File: src/rtl/ctrl_seq_pkg.sv
// Shared widths, opcodes, T-state encodings and control-word layout for the
// SAP-2 mini controller-sequencer.
package ctrl_seq_pkg;

    localparam int unsigned W   = 12;
    localparam int unsigned OPW = 4;
    localparam int unsigned TW  = 6;

    localparam logic [OPW-1:0] OP_LDA = 4'h0;
    localparam logic [OPW-1:0] OP_ADD = 4'h1;
    localparam logic [OPW-1:0] OP_SUB = 4'h2;
    localparam logic [OPW-1:0] OP_STA = 4'h3;
    localparam logic [OPW-1:0] OP_LDI = 4'h4;
    localparam logic [OPW-1:0] OP_JMP = 4'h5;
    localparam logic [OPW-1:0] OP_JZ  = 4'h6;
    localparam logic [OPW-1:0] OP_OUT = 4'hE;
    localparam logic [OPW-1:0] OP_HLT = 4'hF;

    localparam logic [TW-1:0] T1 = 6'b000001;
    localparam logic [TW-1:0] T2 = 6'b000010;
    localparam logic [TW-1:0] T3 = 6'b000100;
    localparam logic [TW-1:0] T4 = 6'b001000;
    localparam logic [TW-1:0] T5 = 6'b010000;
    localparam logic [TW-1:0] T6 = 6'b100000;

    typedef struct packed {
        logic cp;
        logic ep;
        logic lp;
        logic lm_n;
        logic ce_n;
        logic wr;
        logic li_n;
        logic ei_n;
        logic la_n;
        logic ea;
        logic lb_n;
        logic su;
        logic eu;
        logic lo_n;
    } ctrl_word_t;

    localparam ctrl_word_t IDLE_CW = '{
        cp: 1'b0, ep: 1'b0, lp: 1'b0, lm_n: 1'b1, ce_n: 1'b1, wr: 1'b0, li_n: 1'b1,
        ei_n: 1'b1, la_n: 1'b1, ea: 1'b0, lb_n: 1'b1, su: 1'b0, eu: 1'b0, lo_n: 1'b1
    };

    function automatic logic is_onehot(input logic [TW-1:0] v);
        return (v != '0) && ((v & (v - TW'(1))) == '0);
    endfunction

endpackage

File: src/rtl/ctrl_seq_ring6.sv
// Six-stage one-hot T-state ring counter with clear, advance, return-to-T1
// and hold controls; any non-one-hot value falls back to T1.
module ctrl_seq_ring6
    import ctrl_seq_pkg::*;
(
    input  logic          clk,
    input  logic          clr,
    input  logic          adv,
    input  logic          rst1,
    input  logic          hold,
    output logic [TW-1:0] t
);

    logic [TW-1:0] t_q;
    logic [TW-1:0] t_d;

    always_comb begin
        t_d = t_q;
        if (!is_onehot(t_q)) begin
            t_d = T1;
        end else if (hold) begin
            t_d = t_q;
        end else if (rst1) begin
            t_d = T1;
        end else if (adv) begin
            t_d = {t_q[TW-2:0], t_q[TW-1]};
        end
    end

    always_ff @(posedge clk) begin
        if (clr) begin
            t_q <= T1;
        end else begin
            t_q <= t_d;
        end
    end

    assign t = t_q;

endmodule

File: src/rtl/ctrl_seq.sv
// SAP-2 mini controller-sequencer: steps the T-state ring and decodes the IR
// opcode plus zero flag into the datapath control word.
module ctrl_seq
    import ctrl_seq_pkg::*;
(
    input  logic          clk,
    input  logic          clr,
    input  logic [W-1:0]  ir,
    input  logic          z,
    output logic [TW-1:0] t,
    output logic          cp,
    output logic          ep,
    output logic          lp,
    output logic          lm_n,
    output logic          ce_n,
    output logic          wr,
    output logic          li_n,
    output logic          ei_n,
    output logic          la_n,
    output logic          ea,
    output logic          lb_n,
    output logic          su,
    output logic          eu,
    output logic          lo_n,
    output logic          hlt
);

    logic [OPW-1:0] op;
    logic           unused_addr;
    ctrl_word_t     cw;
    logic           adv;
    logic           rst1;
    logic           hold;
    logic           hlt_now;
    logic           halt_q;
    logic           halt_d;

    assign op          = ir[W-1 -: OPW];
    assign unused_addr = ^ir[W-OPW-1:0];

    ctrl_seq_ring6 u_ring (
        .clk  (clk),
        .clr  (clr),
        .adv  (adv),
        .rst1 (rst1),
        .hold (hold),
        .t    (t)
    );

    // Control word and ring steering from (t, opcode, z); clr overrides to idle.
    always_comb begin
        cw      = IDLE_CW;
        adv     = 1'b0;
        rst1    = 1'b0;
        hold    = 1'b0;
        hlt_now = 1'b0;
        if (halt_q) begin
            hold = 1'b1;
        end else begin
            case (t)
                T1: begin cw.ep = 1'b1; cw.lm_n = 1'b0; adv = 1'b1; end
                T2: begin cw.cp = 1'b1; adv = 1'b1; end
                T3: begin cw.ce_n = 1'b0; cw.li_n = 1'b0; adv = 1'b1; end
                T4: begin
                    case (op)
                        OP_LDA, OP_ADD, OP_SUB, OP_STA: begin
                            cw.ei_n = 1'b0; cw.lm_n = 1'b0; adv = 1'b1;
                        end
                        OP_LDI: begin cw.ei_n = 1'b0; cw.la_n = 1'b0; rst1 = 1'b1; end
                        OP_JMP: begin cw.ei_n = 1'b0; cw.lp = 1'b1; rst1 = 1'b1; end
                        OP_JZ: begin
                            cw.ei_n = ~z;
                            cw.lp   = z;
                            rst1    = 1'b1;
                        end
                        OP_OUT: begin cw.ea = 1'b1; cw.lo_n = 1'b0; rst1 = 1'b1; end
                        OP_HLT: begin hlt_now = 1'b1; hold = 1'b1; end
                        default: rst1 = 1'b1;
                    endcase
                end
                T5: begin
                    case (op)
                        OP_LDA: begin cw.ce_n = 1'b0; cw.la_n = 1'b0; rst1 = 1'b1; end
                        OP_ADD, OP_SUB: begin cw.ce_n = 1'b0; cw.lb_n = 1'b0; adv = 1'b1; end
                        OP_STA: begin cw.ea = 1'b1; cw.wr = 1'b1; rst1 = 1'b1; end
                        default: rst1 = 1'b1;
                    endcase
                end
                T6: begin
                    if (op == OP_ADD || op == OP_SUB) begin
                        cw.eu   = 1'b1;
                        cw.la_n = 1'b0;
                        cw.su   = (op == OP_SUB);
                    end
                    rst1 = 1'b1;
                end
                default: ;
            endcase
        end
        if (clr) begin
            cw      = IDLE_CW;
            hlt_now = 1'b0;
        end
    end

    assign halt_d = halt_q | hlt_now;

    // Sticky halt flag; only clr releases it.
    always_ff @(posedge clk) begin
        if (clr) begin
            halt_q <= 1'b0;
        end else begin
            halt_q <= halt_d;
        end
    end

    assign cp   = cw.cp;
    assign ep   = cw.ep;
    assign lp   = cw.lp;
    assign lm_n = cw.lm_n;
    assign ce_n = cw.ce_n;
    assign wr   = cw.wr;
    assign li_n = cw.li_n;
    assign ei_n = cw.ei_n;
    assign la_n = cw.la_n;
    assign ea   = cw.ea;
    assign lb_n = cw.lb_n;
    assign su   = cw.su;
    assign eu   = cw.eu;
    assign lo_n = cw.lo_n;
    assign hlt  = ~clr & (halt_q | hlt_now);

endmodule

File: config.mk
export PLATFORM = sky130hd
export DESIGN_NAME = ctrl_seq
export DESIGN_NICKNAME = d
export VERILOG_FILES = /design/src/rtl/ctrl_seq_pkg.sv /design/src/rtl/ctrl_seq_ring6.sv /design/src/rtl/ctrl_seq.sv
export SDC_FILE = /design/constraint.sdc
export NUM_CORES = 1
export LEC_CHECK = 0
export ABC_AREA = 0
export ABC_CLOCK_PERIOD_IN_PS = 3400
export BUFFER_PORTS_ARGS = -buffer_cell sky130_fd_sc_hd__buf_2
export CAP_MARGIN = 20
export CORE_UTILIZATION = 40
export DETAILED_ROUTE_END_ITERATION = 8
export PLACE_DENSITY = 0.69
export SYNTH_ARGS = -nofsm -noshare
export SYNTH_HDL_FRONTEND = slang
export SYNTH_SLANG_ARGS = --single-unit
File: constraint.sdc
create_clock -name clk -period 3.4 [get_ports clk]
set_input_delay 0.51 -clock clk [delete_from_list [all_inputs] [get_ports clk]]
set_output_delay 0.51 -clock clk [all_outputs]
set_load 0.02 [all_outputs]
---- After elaboration in Yosys (flattened, before gate mapping) ----
Cells that the tools add are included.
W data, S select, Z words.
storage, ports and cells
  word-level logic and storage cells ...... 79
  flip-flop bits (word level) ............. 7
  input bits .............................. 15
operators by class
  reduce and logical (&&, ||, !) cells .... 14
  eq/ne operators ......................... 14
  mux-type cells .......................... 41
  bitwise operators ....................... 7
  $add $sub $neg .......................... 1
operators by type and width
  operator               number
  $mux W14               2
  $mux W1                27
  $eq A4 B3 Y1 const B   3
  $mux W6                2
  $pmux W1 S2            5
  $pmux W1 S3            3
  $eq A4 B2 Y1 const B   2
  $eq A4 B4 Y1 const B   2
  $and A6 B6 Y6          1
  $eq A6 B1 Y1 const B   1
  $eq A6 B2 Y1 const B   1
  $eq A6 B3 Y1 const B   1
  $eq A6 B4 Y1 const B   1
  $eq A6 B5 Y1 const B   1
  $eq A6 B6 Y1 const B   1
  $logic_not A6 Y1       1
  $reduce_bool A6 Y1     1
  $reduce_or A3 Y1       2
  $reduce_or A6 Y1       1
  $sub A6 B1 Y6 const B  1
  $reduce_or A5 Y1       1
  $eq A4 B1 Y1 const B   1
  $logic_not A4 Y1       1
  $mux W2                2
  9 further kinds        13

---- Longest topological paths before layout ----
Gate-level depths: netlist of the first run.
  depth in word-level cells ............... 7
  mapped depth ............................ 6
  mapped depth without buffers ............ 5

---- Cells and area by module ----
Synthesis of the first run repeated with hierarchy kept, for this count alone.
second synthesis, totals
  cell total of the unflattened synthesis .. 100
  area, all modules ....................... 745.7 um^2
modules (own cells, without submodules)
  module          instances  seq. area each (um^2)  cells an instance  area an instance (um^2)
  ctrl_seq        1          20.0                   65                 412.9
  ctrl_seq_ring6  1          120.1                  35                 332.8

---- Worst setup path before layout of the first run ----
No wires, ideal clock.
  path type ............................... register to output
  start ................................... register u_ring.t_q[3], in the netlist u_ring.t[3]
  end ..................................... output port ea
  slack ................................... 0.988 ns
  arrival ................................. 1.902 ns
  required time ........................... 2.890 ns
  stages on the path, launching flop included .. 7
  cell sequence ........................... dfxtp_1 > buf_2 > nor4b_4 > nand2_2 > nor3_1 > nand4b_1 > a21boi_0
on the way
  word-level cells in the longest chain between the ends .. 4
  elaborated cells on any way between the ends .. 5
  classes of those cells .................. eq/ne (2); mux (3)
ends and longest elaborated chain
  item                                                 RTL line              text
  from (decl)                                          ctrl_seq_ring6.sv:14  logic [TW-1:0] t_q;
  from (signal assigned)                               ctrl_seq_ring6.sv:34  t_q <= t_d;
  $eq A6 B5 Y1 / $eq A6 B4 Y1 (equally long branches)  ctrl_seq.sv:60        case (t)
  $pmux W1 S2 (*)                                      ctrl_seq.sv:60
  $mux W14 (*)                                         ctrl_seq.sv:57        if (halt_q) begin
  $mux W14 (*)                                         ctrl_seq.sv:100       if (clr) begin
  to (decl)                                            ctrl_seq.sv:20        output logic ea,
Every way passes the cells marked *; elsewhere a longest branch is shown, timed or not.

---- Worst setup path in the final report of the first run ----
Ends and elaborated chain as after synthesis.

==> results of run 1 <==
==> final timing paths <==
path	start	endpoint	cells past startpoint
max	u_ring.t[3]	ea	6
min	clr	halt_q	2
max reg2reg	u_ring.t[0]	u_ring.t[5]	5
min reg2reg	u_ring.t[5]	u_ring.t[5]	2
==> cell families (layout without fill, tap and decap cells) <==
logic type	Yosys count	count (layout)	share of synthesized area
AND/OR/NAND/NOR	52	52	0.443
AO/OA/AOI/OAI	26	26	0.254
flip-flops	7	7	0.190
buffers and inverters	8	32	0.0660
XOR/XNOR	4	4	0.0474
==> Yosys cell counts (2+ instances only) <==
master    number
nor3_1         3
and3_1         2
nand2_1       10
o21ai_1        2
buf_6          2
nor2_1         6
buf_2          3
or2_2          2
o21bai_1       3
nand4_1        4
a21oi_1        4
dfxtp_1        7
o21ai_0        4
clkbuf_1       2
nor4b_1        2
xor2_1         3
o211ai_1       2
nor2b_1        6
nor3b_1        3
a22oi_1        2
nand3_1        5
==> placed cells by master (no fill, tap or decap), types with 2 or more instances in the layout <==
master    netlist  layout
or2_2           2       2
nand4_1         4       4
buf_2           3      27
a22oi_1         2       2
nor3_1          3       3
o21ai_1         2       2
clkbuf_4        0       3
nand2_1        10      10
and3_1          2       2
o21ai_0         4       4
o21bai_1        3       3
nor2_1          6       6
nor2b_1         6       6
a21oi_1         4       4
nand3_1         5       5
dfxtp_1         7       7
xor2_1          3       3
nor4b_1         2       2
o211ai_1        2       2
nor3b_1         3       3
==> cell type report <==
cell class	instances	area, um^2	share of cell area
clock buffer	4	26.3	0.0296
timing repair buffer	27	135	0.152
tap	25	31.3	0.0353
multi-input combinational	82	551	0.621
inverter	1	3.75	0.00423
sequential	7	140	0.158
==> routing by layer <==
metal / vias up / global-route usage / routed length [um]
met5: - / 0 / 0
met4: 0 / 0 / 0
met3: 0 / 0.0600 / 66
met2: 19 / 0.264 / 816
met1: 365 / 0.273 / 852
li1: 412 / - / -
==> registers in the layout, summed over array words and instances, names as in the netlist <==
signal,count
halt_q,1
u_ring.t,6
==> report_power, final <==
part / switching (mW) / total (mW) / internal [mW]
Sequential: 0.0491 / 0.145 / 0.0959
Combinational: 0.125 / 0.228 / 0.103
Clock: 0.0296 / 0.0743 / 0.0447
==> stage by stage <==
stage	power, mW	setup WS [ns]
floorplan	0.340	0.988
global placement	0.372	1.06
detailed placement	0.375	1.08
CTS	0.452	0.824
global route	0.481	0.621
finish	0.448	0.835
==> worst reg2reg max path, stage by stage, from the launching register on <==
cell       delay, ns
dfxtp_1         0.45
nor4_4          0.46
a22oi_1         0.15
a21oi_1         0.48
nand4bb_1       0.16
o21ai_1         0.11
==> impl_summary.txt, run 1 <==
----------------------------------------------------
[Timing]
  Final worst-path cycle share ... 0.754
  Final hold vios ... 0
  Setup Skew ... roughly 0.0048 ns
  Count of pins over their slew limit ... 0
  Slew headroom ... 0.643
  Setup tns final ... 0 ns
  Worst hold margin ... slightly below 0.5 ns
  Setup-violating endpoint count in the final report ... 0
  Minimum period implied by the final worst setup slack ... 2.56 ns
  Maximum clock rate ... a little under 400 MHz
  Slew at the pin closest to its max-slew limit ... 0.535 ns
  Setup repair after global routing missed its margin ... false

[Global routing]
  Maximum number of pins on one net before global-route repair ... 13
  Number of antenna violations at the first check in global routing ... 0
  Total global-route track usage ... 0.181
  Wire length of the first global-routing pass ... about 2.8 mm
  Total overflow reported by the global router ... 0
  Via count of the first global-routing pass ... 628

[Synth]
  FF+latch count, synth ... 7
  Leading cell types by total area after synthesis ... dfxtp_1 19%, nand2_1 5.1%, nor2b_1 5.1%
  Library cells used by synthesis ... between 40 and 50
  Top cell type by total area after synthesis ... dfxtp_1
  Count of flip-flops with a built-in enable after synthesis ... 0
  Post-synthesis instance total ... a little under 100
  Number of warning messages in the yosys log ... 0
  Summed instance area of the synthesized netlist ... approximately 740 um^2
  Main synth FF type ... dfxtp_1
  Average cell area after synthesis ... roughly 7.6 um^2
  Area share of the largest cell type after synthesis ... 0.190
  Net count after synthesis ... approximately 110
  Fraction of synthesis flops using an asynchronous set or reset pin ... 0
  Register area share after synthesis ... 0.190

[Critical path]
  Kind of start point of the critical path ... register
  Slowest-stage cell, CP ... dfxtp_1
  Buffers & Inverters on Critical Path ... 1
  Endpoint type of the worst setup path ... primary output
  Crit path arrival time ... between 2 and 2.5 ns
  Setup slack of the worst register-to-register path ... 1.52 ns
  Sequence of cells on the critical path ... nor4b_4 -> nand2_2 -> nor3_1 -> nand4b_1 -> a21boi_0 -> buf_2
  CP peak stage delay ... roughly 0.55 ns
  Category of the critical setup timing path ... register to primary output
  Data required time at the worst endpoint ... 2.89 ns
  Cell family contributing the most delay on the critical path ... simple AND/OR/NAND/NOR gates
  Crit path max fanout ... 10

[Drt]
  Length of the first detailed-routing pass in iterations ... 6
  DR DRC count ... 1
  Count of nets left with antenna violations after detail routing ... 0
  Number of DRC markers in iteration 0 ... 9
  Wire length per cell ... roughly 12 um
  Via-to-Cell Ratio ... ~5.5
  Routed wire length ... around 1.7 mm
  Vias post-DR ... between 700 and 800

[Floorplanning]
  Floorplan row count ... 15
  X dimension of the die ... approximately 45 um
  Area inside the core boundary ... around 1700 um^2
  Initial core utilization ... 0.428
  Area of the die ... just over 2000 um^2
  Number of top-level design ports ... 36
  Overall die height ... about 45 um

[Clock tree]
  Clock latency at the later pin of the worst-skew pair ... approximately 0.25 ns
  Clk slew on worst S/H paths ... 0.05 ns
  Number of buffers created by CTS ... 3
  Max H-tree Level ... 1
  Count of cells resized by post-cts repair ... 0
  Clock buffer depth ... 2
  Clock sink total ... 7
  Setup Fix Bufs, Post-CTS ... 0
  Clock tree root buffer cell ... clkbuf_4
  TritonCTS clock tree ... built
  Number of buffers inserted by hold repair at cts ... 0

[Pwr]
  Power per unit of standard cell area ... approximately 500 nW/um^2
  Largest vdd supply drop ... 0.337 mV
  Leakage power ... ~0.33 nW

[Final layout]
  N_diodes ... 0
  Final cell area excluding filler cells ... ~900 um^2
  Share of the core filled with cells ... 0.514
  Post-synthesis to final-layout area growth ... 20.0%
  Post-layout instance count excluding filler cells ... roughly 150
  Final Net Count ... 137
  Proportion of layout cells with a drive suffix above 1 ... 0.314
  Number of filler cells placed in the layout ... ~200

[Place]
  # placed instances ... between 100 and 150
  Weighted congestion reported at the end of routability-driven placement ... 0.765
  Placed cell areas ... 861 um^2
  DP HPWL ... ~1.3 mm
  Port Buffer Count ... 27

[Run status]
  Violated checks ... design-rule violations
  Status ... finished with violations

[Min path]
  Class of the tightest hold or removal check ... input pin to register

[Run]
  Maxcap violations ... 0

----------------------------------------------------
Power figures use the tool's default switching activity.
==> inputs of run 2 (changes only) <==
ABC_CLOCK_PERIOD_IN_PS = 2670   (was 3400)
clock period = 2.67 ns   (was 3.4 ns; I/O delays follow)
==> run 2 against run 1 <==
  * The flow still finishes with violations (design-rule violations)
  * First-iteration DRC count grew to 2.9 times the previous value
  * Core utilization increased by 0.51 points
  * Wire length grew 4.2%
  * Total power up 30%
  * Non-clock buffer count up 1
  * Critical endpoint unchanged
  * Highest routed layer unchanged
==> impl_summary.txt, run 2 (synthesis gave the netlist of run 1 again) <==
----------------------------------------------------
[Timing]
  Maximum clock rate ... ~420 MHz
  Setup repair after global routing missed its margin ... false
  Slew at the pin closest to its max-slew limit ... 0.521 ns (-0.0143 ns)
  Slew headroom ... 0.653 (+0.00955)
  Count of pins over their slew limit ... 0 (unchanged)
  Final worst-path cycle share ... 0.890
  Setup Skew ... 0.00166 ns (-0.00310 ns)
  Final hold vios ... 0 (unchanged)
  Setup tns final ... 0 ns (unchanged)
  Setup-violating endpoint count in the final report ... 0 (unchanged)
  Minimum period implied by the final worst setup slack ... between 2 and 2.5 ns

[Clock tree]
  Number of buffers created by CTS ... 3 (unchanged)
  Setup Fix Bufs, Post-CTS ... 0 (unchanged)
  Clock tree root buffer cell ... clkbuf_4
  Max H-tree Level ... 1 (unchanged)
  Clock latency at the later pin of the worst-skew pair ... 0.25 ns (about the same)
  Clock buffer depth ... 2 (unchanged)
  Clock sink total ... 7 (unchanged)
  Clk slew on worst S/H paths ... 0.05 ns (about the same)
  TritonCTS clock tree ... built

[Global routing]
  Number of antenna violations at the first check in global routing ... 0 (unchanged)
  Wire length of the first global-routing pass ... 2.84 mm (+3.0%)
  Total global-route track usage ... 0.188 (+0.00762)
  Total overflow reported by the global router ... 0 (unchanged)
  Maximum number of pins on one net before global-route repair ... 13 (unchanged)
  Via count of the first global-routing pass ... 644 (+2.5%)

[Final layout]
  Most frequent standard cell in the layout excluding fill and tap cells ... buf_2
  Post-synthesis to final-layout area growth ... 21.2%
  Commonest cells after routing, fill and taps aside ... 27 x buf_2, 10 x nand2_1, 6 x nor2_1, 6 x nor2b_1, 6 x dfxtp_1
  Final cell area excluding filler cells ... 896 um^2 (+0.99%)
  Final Net Count ... 138 (+0.73%)
  Proportion of layout cells with a drive suffix above 1 ... 0.328 (+0.0138)
  Share of the core filled with cells ... 0.519 (+0.00507)
  Number of flip-flops under the largest register name ... 6 (unchanged)
  N_diodes ... 0 (unchanged)

[Drt]
  Count of nets left with antenna violations after detail routing ... 0 (unchanged)
  Number of DRC markers in iteration 0 ... 26 (+17)
  Vias post-DR ... 801 (+0.63%)
  DR DRC count ... 2 (+1)
  Wire length per cell ... 12.3 um (+3.5%)
  Routed wire length ... 1.81 mm (+4.2%)
  Length of the first detailed-routing pass in iterations ... 6 (unchanged)
  Via-to-Cell Ratio ... 5.45 (about the same)

[Critical path]
  Category of the critical setup timing path ... register to primary output
  Crit path arrival time ... 1.98 ns (-0.07 ns)
  Crit path max fanout ... 12 (+2)
  Endpoint type of the worst setup path ... primary output
  Data required time at the worst endpoint ... 2.27 ns (-0.62 ns)
  Kind of start point of the critical path ... register

[Pwr]
  Leakage power ... 0.338 nW (+1.5%)
  Largest vdd supply drop ... 0.425 mV (+26%)
  Power per unit of standard cell area ... 650 nW/um^2 (+29%)

[Place]
  Placed cell areas ... 868 um^2 (+0.87%)
  Port Buffer Count ... 27 (unchanged)
  DP HPWL ... 1.43 mm (+6.1%)
  Weighted congestion reported at the end of routability-driven placement ... 0.768 (+0.34%)

[Floorplanning]
  Area inside the core boundary ... 1730 um^2 (unchanged)
  Initial core utilization ... 0.428 (unchanged)
  Number of top-level design ports ... 36 (unchanged)
  Area of the die ... 2020 um^2 (unchanged)
  Floorplan row count ... 15 (unchanged)
  X dimension of the die ... 45.0 um (unchanged)
  Overall die height ... 45.0 um (unchanged)

[Min path]
  Class of the tightest hold or removal check ... input pin to register

[Run]
  Maxcap violations ... 0 (unchanged)

[Run status]
  Status ... finished with violations
  Violated checks ... design-rule violations

----------------------------------------------------
run 2: changes by cell type in the layout (fill, tap and decap cells not counted), sizes merged:
cell	change
buf	+1
run 2: cell type report:
type | instances | area [um^2]
fill | 187 | 831
multi-input combinational | 82 | 551
timing repair buffer | 28 | 143
sequential | 7 | 141
tap | 25 | 31.3
clock buffer | 4 | 26.3
inverter | 1 | 3.75
run 2: through the flow:
stage               total power, mW  hold WS, ns  instances  setup WS, ns
floorplan                     0.433        0.472         97         0.368
global placement              0.486        0.552        143         0.512
detailed placement            0.489        0.571        143         0.481
CTS                           0.585        0.372        147         0.193
global route                  0.624        0.379        147        0.0885
finish                        0.582        0.381        147         0.293
run 2: final timing paths:
kind | to | depth (start not counted) | startpoint | slack (ns)
min reg2reg | u_ring.t[3] | 2 | u_ring.t[3] | 0.54
max | ea | 6 | u_ring.t[1] | 0.29
min | halt_q | 2 | clr | 0.38
max reg2reg | u_ring.t[4] | 5 | u_ring.t[0] | 0.80
run 2: report_power, final:
group          switching, mW  internal (mW)
combinational          0.183          0.140
clock                 0.0373         0.0569
sequential            0.0425          0.122
total                  0.263          0.319
run 2: routing by layer:
| layer | up-vias | routed length [um] | global-route usage |
|---|---|---|---|
| li1 | 411 | - | - |
| met1 | 364 | 882 | 0.259 |
| met2 | 26 | 832 | 0.290 |
| met3 | 0 | 93 | 0.0600 |
| met4 | 0 | 0 | 0.0364 |
| met5 | - | 0 | 0 |
run 2: what timing repair did:
action | CTS | global route
endpoints found under the setup margin | 0 | 1
gates resized for setup | 0 | 1
hold buffers | 0 | 0
run 2: worst max-delay path: stages (launching register included):
cell,delay [ns]
dfxtp_1,0.43
nor4b_4,0.38
nand2_2,0.14
nor3_1,0.30
nand4b_1,0.13
a21boi_0,0.17
buf_2,0.18
==> inputs of run 3 (changes only) <==
ABC_CLOCK_PERIOD_IN_PS = 2900   (was 2670)
clock period = 2.9 ns   (was 2.67 ns; I/O delays follow)
==> run 3 against run 2 <==
  * The run still ends with design-rule violations left
  * Clock power decreased by 8.0%
  * Cell count unchanged
  * Wire length increased by 0.11%
  * Via count decreased by 0.37%
  * Worst hold slack improved by 0.034 ns
  * Design area fell by 0.14%
  * Sequential power fell by 8%
  * Total power decreased by 8.0%
  * Global-route usage unchanged
  * First-iteration DRC count unchanged
  * Die area is the same
  * Flip-flop and latch count did not move
  * Critical endpoint unchanged
==> impl_summary.txt, run 3 (synthesis gave the netlist of run 1 again) <==
----------------------------------------------------
[Global routing]
  Via count of the first global-routing pass ... 644 (unchanged)
  Maximum number of pins on one net before global-route repair ... 13 (unchanged)
  Number of antenna violations at the first check in global routing ... 0 (unchanged)
  Total overflow reported by the global router ... 0 (unchanged)
  Wire length of the first global-routing pass ... 2.84 mm (unchanged)
  Total global-route track usage ... 0.188 (unchanged)

[Clock tree]
  Max H-tree Level ... 1 (unchanged)
  Number of buffers inserted by hold repair at cts ... 0 (unchanged)
  Setup Fix Bufs, Post-CTS ... 0 (unchanged)
  Clock latency at the later pin of the worst-skew pair ... 0.25 ns (about the same)
  Number of buffers created by CTS ... 3 (unchanged)
  Clk slew on worst S/H paths ... 0.05 ns (about the same)
  TritonCTS clock tree ... built
  Clock tree root buffer cell ... clkbuf_4
  Clock buffer depth ... 2 (unchanged)
  Clock sink total ... 7 (unchanged)
  Count of cells resized by post-cts repair ... 0 (unchanged)

[Floorplanning]
  X dimension of the die ... 45.0 um (unchanged)
  Area inside the core boundary ... 1730 um^2 (unchanged)
  Floorplan row count ... 15 (unchanged)
  Initial core utilization ... 0.428 (unchanged)
  Area of the die ... 2020 um^2 (unchanged)
  Number of top-level design ports ... 36 (unchanged)
  Overall die height ... 45.0 um (unchanged)

[Critical path]
  CP peak stage delay ... 0.55 ns (+0.12 ns)
  Slowest-stage cell, CP ... dfxtp_1
  Destination of the worst register-to-register timing path ... u_ring.t[4]
  Buffers & Inverters on Critical Path ... 1 (unchanged)
  Sequence of cells on the critical path ... nor4b_4 -> nand2_2 -> nor3_1 -> nand4b_1 -> a21boi_0 -> buf_2
  Kind of start point of the critical path ... register
  Data required time at the worst endpoint ... 2.47 ns (+0.20 ns)
  Crit path arrival time ... 2.07 ns (+0.09 ns)
  Cell family contributing the most delay on the critical path ... simple AND/OR/NAND/NOR gates
  Setup slack of the worst register-to-register path ... 1.03 ns (+0.23 ns)
  Endpoint type of the worst setup path ... primary output
  Crit path max fanout ... 10 (-2)
  Worst r2r src ... u_ring.t[0]
  Reg2Reg Depth ... 5 (unchanged)
  Category of the critical setup timing path ... register to primary output

[Pwr]
  Psw ... 0.242 mW (-8.0%)
  Leakage power ... 0.337 nW (-0.15%)
  Power per unit of standard cell area ... 599 nW/um^2 (-7.8%)
  Clock group share of total power ... 0.162 (about the same)
  Switching power as a share of total power ... 0.451 (about the same)
  Largest vdd supply drop ... 0.391 mV (-7.9%)
  Fraction of power consumed by sequential logic ... 0.283 (about the same)
  Internal power contribution ... 0.294 mW (-7.9%)
  Logic pwr share ... 0.555 (about the same)

[Final layout]
  N_diodes ... 0 (unchanged)
  Commonest cells after routing, fill and taps aside ... 27 x buf_2, 10 x nand2_1, 7 x dfxtp_1
  Number of filler cells placed in the layout ... 188 (+0.53%)
  Proportion of layout cells with a drive suffix above 1 ... 0.320 (-0.00820)
  Most frequent standard cell in the layout excluding fill and tap cells ... buf_2
  Post-synthesis to final-layout area growth ... 21.0%
  Number of flip-flops under the largest register name ... 6 (unchanged)
  Area occupied by multi-input gates ... 551 um^2 (unchanged)
  Area occupied by registers ... 140 um^2 (-0.89%)
  Share of the core filled with cells ... 0.518 (-0.000725)
  Final Net Count ... 138 (unchanged)

[Drt]
  Count of nets left with antenna violations after detail routing ... 0 (unchanged)
  Number of DRC markers in iteration 0 ... 26 (unchanged)
  Vias post-DR ... 798 (-0.37%)
  Via-to-Cell Ratio ... 5.43 (-0.37%)
  Wire length per cell ... 12.3 um (+0.11%)
  Length of the first detailed-routing pass in iterations ... 6 (unchanged)
  DR DRC count ... 2 (unchanged)
  Routed wire length ... 1.81 mm (+0.11%)

[Timing]
  Maximum clock rate ... ~400 MHz
  Setup repair after global routing missed its margin ... false
  Worst hold margin ... 0.416 ns (+0.0345 ns)
  Minimum period implied by the final worst setup slack ... 2.51 ns
  Slew headroom ... 0.652 (about the same)
  Final hold vios ... 0 (unchanged)
  Slew at the pin closest to its max-slew limit ... 0.522 ns (+0.000923 ns)
  Final worst-path cycle share ... 0.864
  Setup-violating endpoint count in the final report ... 0 (unchanged)
  Setup Skew ... 0.00166 ns (+0.0000000800 ns)
  Count of pins over their slew limit ... 0 (unchanged)
  Setup tns final ... 0 ns (unchanged)

[Min path]
  Worst hold endpoint ... halt_q
  Worst hold stages ... 2 (unchanged)
  Hold wc startpoint ... clr
  Class of the tightest hold or removal check ... input pin to register

[Run status]
  Violated checks ... design-rule violations
  Status ... finished with violations

[Place]
  DP HPWL ... 1.43 mm (unchanged)
  Port Buffer Count ... 27 (unchanged)
  Weighted congestion reported at the end of routability-driven placement ... 0.768 (about the same)

[Run]
  Maxcap violations ... 0 (unchanged)

----------------------------------------------------
-- run 3: cell counts in the layout (fill, tap and decap cells not counted) --
No cell type changed its count.
-- run 3: power groups by stage --
stage | logic, mW | registers (mW) | clock network (mW)
6_report | 0.298 | 0.152 | 0.0867
5_1_grt | 0.324 | 0.155 | 0.0962
4_1_cts | 0.297 | 0.151 | 0.0900
3_5_place_dp | 0.297 | 0.153 | 0
3_3_place_gp | 0.294 | 0.153 | 0
2_1_floorplan | 0.251 | 0.148 | 0
-- run 3: how the worst max path moves through the flow --
stage          cells after the start   startpoint  endpoint
3_3_place_gp                       6  u_ring.t[3]        ea
2_1_floorplan                      6  u_ring.t[3]        ea
3_5_place_dp                       6  u_ring.t[3]        ea
6_report                           6  u_ring.t[3]        ea
4_1_cts                            6  u_ring.t[3]        ea
5_1_grt                            6  u_ring.t[3]        ea
-- run 3: worst reg2reg max path, stage by stage, from the launching register on --
cell and delay [ns]:
dfxtp_1 0.34, buf_4 0.19, nor4_4 0.40, a22oi_1 0.16
a21oi_1 0.47, a21boi_1 0.24
-- run 3: per-stage QoR --
stage | setup slack (ns) | cell area, um^2 | cells | power, mW
2_1_floorplan | 0.563 | 739 | 97 | 0.399
3_3_place_gp | 0.708 | 868 | 143 | 0.448
3_5_place_dp | 0.677 | 868 | 143 | 0.450
4_1_cts | 0.388 | 895 | 147 | 0.539
5_1_grt | 0.174 | 895 | 147 | 0.575
6_report | 0.393 | 895 | 147 | 0.536
-- run 3: per-layer routing --
layer / vias to the layer above / share of wire / GRT usage
met4: 0 / 0 / 0.0364
met3: 0 / 0.051 / 0.0600
met1: 361 / 0.49 / 0.259
li1: 411 / - / -
met5: - / 0 / 0
met2: 26 / 0.46 / 0.290
-- run 3: area by class of cell --
class,instances,area share
Multi-Input combinational cell,82,0.615
Tap cell,25,0.0350
Sequential cell,7,0.157
Timing Repair Buffer,28,0.159
Inverter,1,0.00420
Clock buffer,4,0.0294
